--- src/rtl/cordic_pkg.sv ---
// Shared CORDIC constants: default sizes, binary-angle quadrant offsets,
// the arctangent table and the FSM state encoding.
package cordic_pkg;

  localparam int CORDIC_ITER = 16;
  localparam int CORDIC_W    = 16;

  // Binary angle: 65536 counts per turn
  localparam logic [15:0] ANG_90  = 16'd16384;
  localparam logic [15:0] ANG_180 = 16'd32768;
  localparam logic [15:0] ANG_270 = 16'd49152;

  // atan(2^-i) in binary-angle counts
  localparam logic [15:0] ATAN_TAB [0:15] = '{
    16'd8192, 16'd4836, 16'd2555, 16'd1297, 16'd651, 16'd326, 16'd163, 16'd81,
    16'd41,   16'd20,   16'd10,   16'd5,    16'd3,   16'd1,   16'd1,   16'd0
  };

  localparam logic [1:0] ST_IDLE = 2'd0;
  localparam logic [1:0] ST_ITER = 2'd1;
  localparam logic [1:0] ST_DONE = 2'd2;

endpackage

--- src/rtl/cordic_atan_rom.sv ---
// Combinational arctangent lookup for micro-rotation index idx_i.
module cordic_atan_rom
  import cordic_pkg::*;
(
  input  logic [3:0]  idx_i,
  output logic [15:0] atan_o
);

  always_comb atan_o = ATAN_TAB[idx_i];

endmodule

--- src/rtl/cordic_atan.sv ---
// Iterative vectoring CORDIC: one micro-rotation per clock, producing
// atan2(Y,X) as a binary angle and the gain-scaled vector length.
module cordic_atan
  import cordic_pkg::*;
#(
  parameter int ITER = CORDIC_ITER,
  parameter int W    = CORDIC_W
) (
  input  logic           Clk_i,
  input  logic           Rst_i,
  input  logic [W-1:0]   X_i,
  input  logic [W-1:0]   Y_i,
  input  logic           Start_i,
  output logic [W-1:0]   Angle_o,
  output logic [W+1:0]   Magnitude_o,
  output logic           Busy_o,
  output logic           Done_o
);

  localparam int XW = W + 2;
  localparam int CW = $clog2(ITER + 1);

  logic [1:0]           state_q, state_d;
  logic [CW-1:0]        cnt_q, cnt_d;
  logic signed [XW-1:0] x_q, x_d, y_q, y_d;
  logic [W-1:0]         z_q, z_d;
  logic [W-1:0]         angle_q, angle_d;
  logic [XW-1:0]        mag_q, mag_d;
  logic                 busy_q, busy_d;
  logic                 done_q, done_d;
  logic                 zero_q, zero_d;

  logic [3:0]           rom_idx;
  logic [15:0]          atan_val;
  logic signed [XW-1:0] xe, ye, xs, ys;

  assign rom_idx = 4'(cnt_q);

  cordic_atan_rom u_rom (
    .idx_i  (rom_idx),
    .atan_o (atan_val)
  );

  assign xe = {{2{X_i[W-1]}}, X_i};
  assign ye = {{2{Y_i[W-1]}}, Y_i};
  assign xs = x_q >>> cnt_q;
  assign ys = y_q >>> cnt_q;

  always_comb begin
    state_d = state_q;
    cnt_d   = cnt_q;
    x_d     = x_q;
    y_d     = y_q;
    z_d     = z_q;
    angle_d = angle_q;
    mag_d   = mag_q;
    busy_d  = busy_q;
    done_d  = 1'b0;
    zero_d  = zero_q;
    case (state_q)
      ST_IDLE: begin
        if (Start_i) begin
          state_d = ST_ITER;
          busy_d  = 1'b1;
          cnt_d   = '0;
          zero_d  = (X_i == '0) && (Y_i == '0);
          // Fold left half-plane into |angle| <= 90 deg so the loop converges
          if (!xe[XW-1]) begin
            x_d = xe;
            y_d = ye;
            z_d = '0;
          end else if (!ye[XW-1]) begin
            x_d = ye;
            y_d = -xe;
            z_d = W'(ANG_90);
          end else begin
            x_d = -ye;
            y_d = xe;
            z_d = W'(ANG_270);
          end
        end
      end
      ST_ITER: begin
        if (cnt_q == CW'(ITER)) begin
          state_d = ST_DONE;
          busy_d  = 1'b0;
          done_d  = 1'b1;
          // Zero vector would otherwise report the table sum as its angle
          angle_d = zero_q ? '0 : z_q;
          mag_d   = zero_q ? '0 : XW'(x_q);
        end else begin
          cnt_d = cnt_q + CW'(1);
          if (!y_q[XW-1]) begin
            x_d = x_q + ys;
            y_d = y_q - xs;
            z_d = z_q + W'(atan_val);
          end else begin
            x_d = x_q - ys;
            y_d = y_q + xs;
            z_d = z_q - W'(atan_val);
          end
        end
      end
      ST_DONE: state_d = ST_IDLE;
      default: state_d = ST_IDLE;
    endcase
  end

  always_ff @(posedge Clk_i or negedge Rst_i) begin
    if (!Rst_i) begin
      state_q <= ST_IDLE;
      cnt_q   <= '0;
      x_q     <= '0;
      y_q     <= '0;
      z_q     <= '0;
      angle_q <= '0;
      mag_q   <= '0;
      busy_q  <= 1'b0;
      done_q  <= 1'b0;
      zero_q  <= 1'b0;
    end else begin
      state_q <= state_d;
      cnt_q   <= cnt_d;
      x_q     <= x_d;
      y_q     <= y_d;
      z_q     <= z_d;
      angle_q <= angle_d;
      mag_q   <= mag_d;
      busy_q  <= busy_d;
      done_q  <= done_d;
      zero_q  <= zero_d;
    end
  end

  assign Angle_o     = angle_q;
  assign Magnitude_o = mag_q;
  assign Busy_o      = busy_q;
  assign Done_o      = done_q;

endmodule
--- config.mk ---
export PLATFORM = sky130hd
export DESIGN_NAME = cordic_atan
export DESIGN_NICKNAME = d
export VERILOG_FILES = /design/src/rtl/cordic_pkg.sv /design/src/rtl/cordic_atan_rom.sv /design/src/rtl/cordic_atan.sv
export SDC_FILE = /design/constraint.sdc
export NUM_CORES = 1
export LEC_CHECK = 0
export ABC_AREA = 1
export CORE_MARGIN = 3
export CORE_UTILIZATION = 50
export DETAILED_ROUTE_END_ITERATION = 6
export PLACE_DENSITY = 0.67
export SYNTH_ARGS = -nofsm -noshare
export SYNTH_HDL_FRONTEND = slang
export SYNTH_HIERARCHICAL = 1
export SYNTH_SLANG_ARGS = --single-unit
--- constraint.sdc ---
create_clock -name Clk_i -period 4.9 [get_ports Clk_i]
set_clock_uncertainty 0.05 [all_clocks]
set_input_delay 0.735 -clock Clk_i [delete_from_list [all_inputs] [get_ports Clk_i]]
set_output_delay 0.735 -clock Clk_i [all_outputs]
set_load 0.03 [all_outputs]
# ---- Yosys cells after proc, flatten, opt, wreduce, memory -nomap -nowiden
# Memories as Yosys holds them, arrays and structs flattened.
# Index checks and enable logic that the tools add are counted.
dict set report op_classes {
  add_sub_neg 9
  n_lt_le_gt_ge 1
  eq_ne 5
  shifts 2
  n_mux 33
  bitwise 1
  reduce_logical 10
}
# op n
set ops {}
lappend ops {{18-bit 2-to-1 mux} 11}
lappend ops {{16-bit 2-to-1 mux} 8}
lappend ops {{18-bit case mux with 2 select lines} 2}
lappend ops {{18-bit adder} 2}
lappend ops {{16-bit negation with 18-bit output} 2}
lappend ops {{18-bit by 5-bit >>> shifter with 18-bit output} 2}
lappend ops {{18-bit subtractor} 2}
lappend ops {{16-bit logical NOT} 2}
lappend ops {{16-bit case mux with 2 select lines} 1}
lappend ops {{16-bit adder} 1}
lappend ops {{16-bit subtractor} 1}
lappend ops {{5-bit 2-to-1 mux} 2}
lappend ops {{5-bit case mux with 2 select lines} 1}
lappend ops {{2-bit != test (second input constant)} 3}
lappend ops {{2-bit AND reduction} 3}
lappend ops {{3-bit AND reduction} 2}
lappend ops {{5-bit by 1-bit adder with 5-bit output (second input constant)} 1}
lappend ops {{5-bit == test (second input constant)} 1}
lappend ops {{5-bit >= comparator (second input constant)} 1}
lappend ops {{4-bit NOT with 5-bit output} 1}
lappend ops {{1-bit 2-to-1 mux} 4}
lappend ops {{2-bit 2-to-1 mux} 2}
lappend ops {{2-bit case mux with 2 select lines} 1}
lappend ops {{2-bit by 1-bit == test with 1-bit output (second input constant)} 1}
lappend ops {{other kinds (4)} 4}
dict set report word_totals {
  regBits 96
  rom_bits 256
  elab_cells 72
  mem_count 1
}
# memory words width read_ports rd_clocked_by_memory_dff wr line_no
set memory_table {}
lappend memory_table {{(name not given)} 16 16 1 0 0 cordic_atan_rom.sv:9} ;# always_comb atan_o = ATAN_TAB[idx_i];

# ---- Depth between registers and ports, before layout
dict set report depth {
  ltp_word 8
  ltp_mapped 33
  ltp_nobuf 32
}

# ---- Hierarchy
# The synthesis kept the hierarchy.
# mod instances cells_each area_each_um2 seq_area_each_um2
set by_module_without_submodules {}
lappend by_module_without_submodules {cordic_atan 1 1582 9972.1 2402.3}
lappend by_module_without_submodules {cordic_atan_rom 1 61 375.4 0.0}

# ---- Worst setup path after synthesis
# Ideal clock, no wire load.
dict set report synth_path {
  path_type {reg2reg}
  startpoint {register cnt_q[0]}
  endpoint {register x_q[16]}
  arrival_time_ps 3558
  t_required_ps 4718
  path_slack_ps 1160
  path_stages_with_launch 30
  period_less_slack_ps 3740
  path_cell_list {dfrtp_1 -> buf_6 -> buf_2 -> o211ai_1 -> nand3_1 -> nand2_1 -> nand2_1 -> nand3_1 -> nand2_1 -> nand2_1 -> inv_1 -> ha_1 -> nand3_1 -> inv_2 -> nand2_1 -> nand2_1 -> mux2_1 -> ha_1 -> inv_1 -> nor3_1 -> nand3_1 -> nand3_1 -> nand3_1 -> nand2_1 -> a21o_1 -> a21oi_1 -> inv_1 -> nor2_1 -> o21ai_0 -> o21ai_0}
}
dict set report synth_via {
  elab_chain_cells 5
}
# element line_no
set synth_rtl {}
lappend synth_rtl {{start: declaration} cordic_atan.sv:24} ;# logic [CW-1:0] cnt_q, cnt_d;
lappend synth_rtl {{start signal: assignment} cordic_atan.sv:123} ;# cnt_q <= cnt_d;
lappend synth_rtl {{18-bit by 5-bit >>> shifter with 18-bit output} cordic_atan.sv:47} ;# assign ys = y_q >>> cnt_q;
lappend synth_rtl {{18-bit adder / 18-bit subtractor (equally long branches)} {cordic_atan.sv:94, cordic_atan.sv:98}}
lappend synth_rtl {{18-bit 2-to-1 mux} cordic_atan.sv:93} ;# if (!y_q[XW-1]) begin
lappend synth_rtl {{18-bit 2-to-1 mux} cordic_atan.sv:84} ;# if (cnt_q == CW'(ITER)) begin
lappend synth_rtl {{18-bit case mux with 2 select lines} cordic_atan.sv:60} ;# case (state_q)
lappend synth_rtl {{end signal: assignment} cordic_atan.sv:113} ;# x_q <= '0;
lappend synth_rtl {{end signal: assignment} cordic_atan.sv:124} ;# x_q <= x_d;
lappend synth_rtl {{end: declaration} cordic_atan.sv:25} ;# logic signed [XW-1:0] x_q, x_d, y_q, y_d;
# Several ways; a longest one is shown, not always the timed one. The select of a mux whose other input is x is not followed.
# A chain may end at the register's enable or synchronous reset.

# ---- Final worst setup path
dict set report layout_path {
  startpoint {register cnt_q[3]}
  endpoint {register y_q[15]}
}
dict set report layout_via {
  elab_chain_cells 5
}
# element line_no
set layout_rtl {}
lappend layout_rtl {{18-bit by 5-bit >>> shifter with 18-bit output} cordic_atan.sv:46} ;# assign xs = x_q >>> cnt_q;
lappend layout_rtl {{18-bit subtractor / 18-bit adder (equally long branches)} {cordic_atan.sv:95, cordic_atan.sv:99}}
lappend layout_rtl {{18-bit 2-to-1 mux} cordic_atan.sv:93}
lappend layout_rtl {{18-bit 2-to-1 mux} cordic_atan.sv:84}
lappend layout_rtl {{18-bit case mux with 2 select lines} cordic_atan.sv:60}
lappend layout_rtl {{end signal: assignment} cordic_atan.sv:125} ;# y_q <= y_d;
lappend layout_rtl {{end: declaration} cordic_atan.sv:25}
# Several ways; a longest one is shown, not always the timed one. The select of a mux whose other input is x is not followed.

==> impl_metrics.toml <==
[status]
outcome = "finished clean"

[clock_network]
h-tree-depth = 3
clk_pin_slew_worst_paths_ns = 0.08
cts_made_buffers = 9
clkLatencyLatePin_ns = 0.38
cts_max_path_buffers = 2
cts_root_buffer = "clkbuf_16"
cts-resized-gates = 0
clock_sink_count = 96
holdBufCountCts = 0
cts_tree = "built"
cts_setup_buffers = 0

[global_route]
grt_pass1_wl_microns = 53000
grt_max_degree = 59
grt_pass1_vias = 9988
antenna_found_initial = 1
grt_overflow = 0
grt_usage_pct = 30.0

[detailed_routing]
ant_nets = 0
drt_pass1_iterations = 5
finalWirelength_microns = 33700
first_iter_violations = 1021
wl_per_cell_microns = 17.3
avgViaCountPerCell = 5.72
vias = 11100
drt_drc_violations_left = 0

[cells_and_area]
drive_gt1_share_pct = 6.31
area_delta_synth_final_pct = 11.2
fin_nets = 1774
num_antenna_cells = 0

[sta]
slew_headroom_pct = 21.1
drv_slew = 0
hold_viol = 0
tns_ns = 0
rsz0062_at_grt = "false"
min_period_ns = 4.47
max_freq_mhz = 224
setup_violations = 0
finalCritPeriodShare_pct = 91.2
worst_pin_slew_ns = 1.18

[die]
die_x_microns = 150
rows = 51
core-area_sq_um = 19900
die_y_microns = 150
ioPinCount = 71
die-area_sq_um = 22500
start_util_pct = 52.0

[yosys]
ys_seq_elements = 96
yosysUniqueCellTypes = 54
yosysWarningCount = 6
yosysSeqAreaShare_pct = 23.2
syn_area_per_cell_sq_um = 6.30
synthesis.area_sq_um = 10300
syn_inst = 1643

[worst_hold_path]
worst_hold_path_type = "input port to asynchronous set/reset pin"

[setup_path]
reg2reg_from = "cnt_q[3]"
start_kind = "register"
worstReg2RegEnd = "y_q[15]"
end_kind = "register"
cp_max_fo = 17
rr_worst_depth = 21
rrSetupSlack_ns = 0.43
worst-endpoint-arrival_ns = 4.66
cp.required_ns = 5.09
crit_type = "register to register"

[job]
maxCapViolCount = 0

[place]
dp_hpwl_microns = 25800
gp_congestion = 0.995
port_buffers = 70
==> area by class of cell <==
type	instances	area, sq um
flip-flops and latches	96	2410
inverters	146	568
multi-input cells	1328	7010
clock inverters	7	81.3
fillers	2034	8400
repair buffers	93	883
clock buffers	9	225
well taps	265	332
==> registers in the layout (all words and copies together), names as in the netlist, 2 cells and up <==
signal / cells
y_q: 18
state_q: 2
cnt_q: 5
Angle_o: 16
x_q: 18
z_q: 16
Magnitude_o: 18
==> synthesized netlist by cell type (all sizes together) <==
library cell	n	share of area [%]
a211oi	1	0.073
a32o	1	0.097
o31ai	16	1.2
fa	3	0.58
or4	1	0.073
a31oi	35	2.1
o21a	4	0.29
o22ai	3	0.18
nand4	10	0.60
o41ai	1	0.085
xnor2	16	1.4
nor2	158	6.5
a21o	3	0.22
nand2b	1	0.060
inv	146	5.5
or2	9	0.54
a21boi	1	0.073
a22oi	1	0.073
o21ai	109	5.5
o221ai	16	1.4
o211ai	21	1.5
o311ai	2	0.17
o2111ai	2	0.17
clkbuf	38	1.4
a21oi	109	5.4
nor4	2	0.12
nand2	503	19
buf	36	2.2
mux2	2	0.22
nor3	23	1.2
xor2	38	3.2
conb	1	0.036
dfrtp	96	23
nand3	173	8.5
ha	62	7.5
==> kinds of logic (layout without fill, tap and decap cells) <==
kind of cell	after synthesis	count (layout)	share of synthesized area (%)
simple gates	880	880	36.4
compound gates	325	325	18.4
xor+xnor	54	54	4.57
flops	96	96	23.2
other cells	1	2	0.0362
fa+ha+maj	65	65	8.08
mux	2	2	0.218
buf+inv	220	255	9.09
==> layer usage <==
| metal | vias to the layer above | routed length [microns] | GRT usage, % |
|---|---|---|---|
| li1 | 5565 | - | - |
| met1 | 5132 | 14900 | 41.5 |
| met2 | 368 | 15800 | 49.4 |
| met3 | 55 | 1960 | 3.21 |
| met4 | 2 | 976 | 9.24 |
| met5 | - | 12 | 0 |
==> how the worst max path moves through the flow <==
stage	cells after the start	start	endpoint	slack, ns
after floorplan	29	cnt_q[0]	x_q[16]	1.16
after global placement	24	cnt_q[1]	y_q[15]	0.43
after detailed placement	25	cnt_q[1]	y_q[15]	0.35
after CTS	25	cnt_q[1]	y_q[15]	0.32
after global routing	24	cnt_q[1]	y_q[15]	0.08
final	21	cnt_q[3]	y_q[15]	0.43
==> cell usage in the layout (no fill, tap or decap), types with 3 or more instances in the layout <==
cell type | synthesis | layout
nand4_1 | 10 | 10
buf_4 | 7 | 23
nand2_4 | 4 | 4
fa_1 | 3 | 3
o211ai_1 | 21 | 21
o31ai_1 | 16 | 16
o22ai_1 | 3 | 3
inv_2 | 8 | 8
nor2_4 | 5 | 5
nand2_1 | 488 | 488
nor2_2 | 10 | 11
o21ai_2 | 5 | 5
nand3_1 | 170 | 170
xor2_1 | 38 | 38
a31oi_1 | 35 | 35
clkbuf_16 | 0 | 9
or2_2 | 7 | 7
ha_1 | 62 | 62
o21ai_0 | 91 | 91
nand3_2 | 3 | 3
nor2_1 | 142 | 141
inv_1 | 135 | 135
clkdlybuf4s50_1 | 0 | 69
a21o_1 | 3 | 3
dfrtp_1 | 96 | 93
dfrtp_2 | 0 | 3
a21oi_2 | 3 | 3
o21a_1 | 4 | 4
nand2_2 | 11 | 11
xnor2_1 | 16 | 16
nor3_1 | 22 | 22
inv_6 | 0 | 3
o21ai_1 | 13 | 13
o221ai_1 | 16 | 16
a21oi_1 | 106 | 106
==> stage by stage <==
stage | cell area, sq um | cells | hold slack [ns] | util [%] | setup slack [ns]
finish | 11500 | 1944 | 0.385 | 57.8 | 0.433
global route | 11500 | 1944 | 0.437 | 57.8 | 0.0800
CTS | 11500 | 1944 | 0.423 | 57.8 | 0.323
detailed placement | 11200 | 1928 | 0.415 | 56.2 | 0.351
global placement | 11200 | 1928 | 0.413 | 56.2 | 0.429
floorplan | 10400 | 1644 | 0.389 | - | 1.16
==> critical path: stages (launching register included) <==
cell,delay [ns]
dfrtp_2,0.54
buf_4,0.24
nor2_4,0.39
nand3_1,0.13
a21oi_1,0.25
nor2_4,0.09
ha_1,0.21
inv_1,0.07
nor2_2,0.05
a21oi_1,0.15
xor2_1,0.20
inv_1,0.07
ha_1,0.33
a21oi_1,0.18
inv_1,0.05
o21ai_0,0.32
o211ai_1,0.25
a21oi_1,0.31
o21ai_0,0.15
xor2_1,0.15
nand2_1,0.06
a31oi_1,0.07
Power is left out: the tool's default activity adds up to more than one toggle a clock period on the data nets, which glitch-free logic cannot reach.
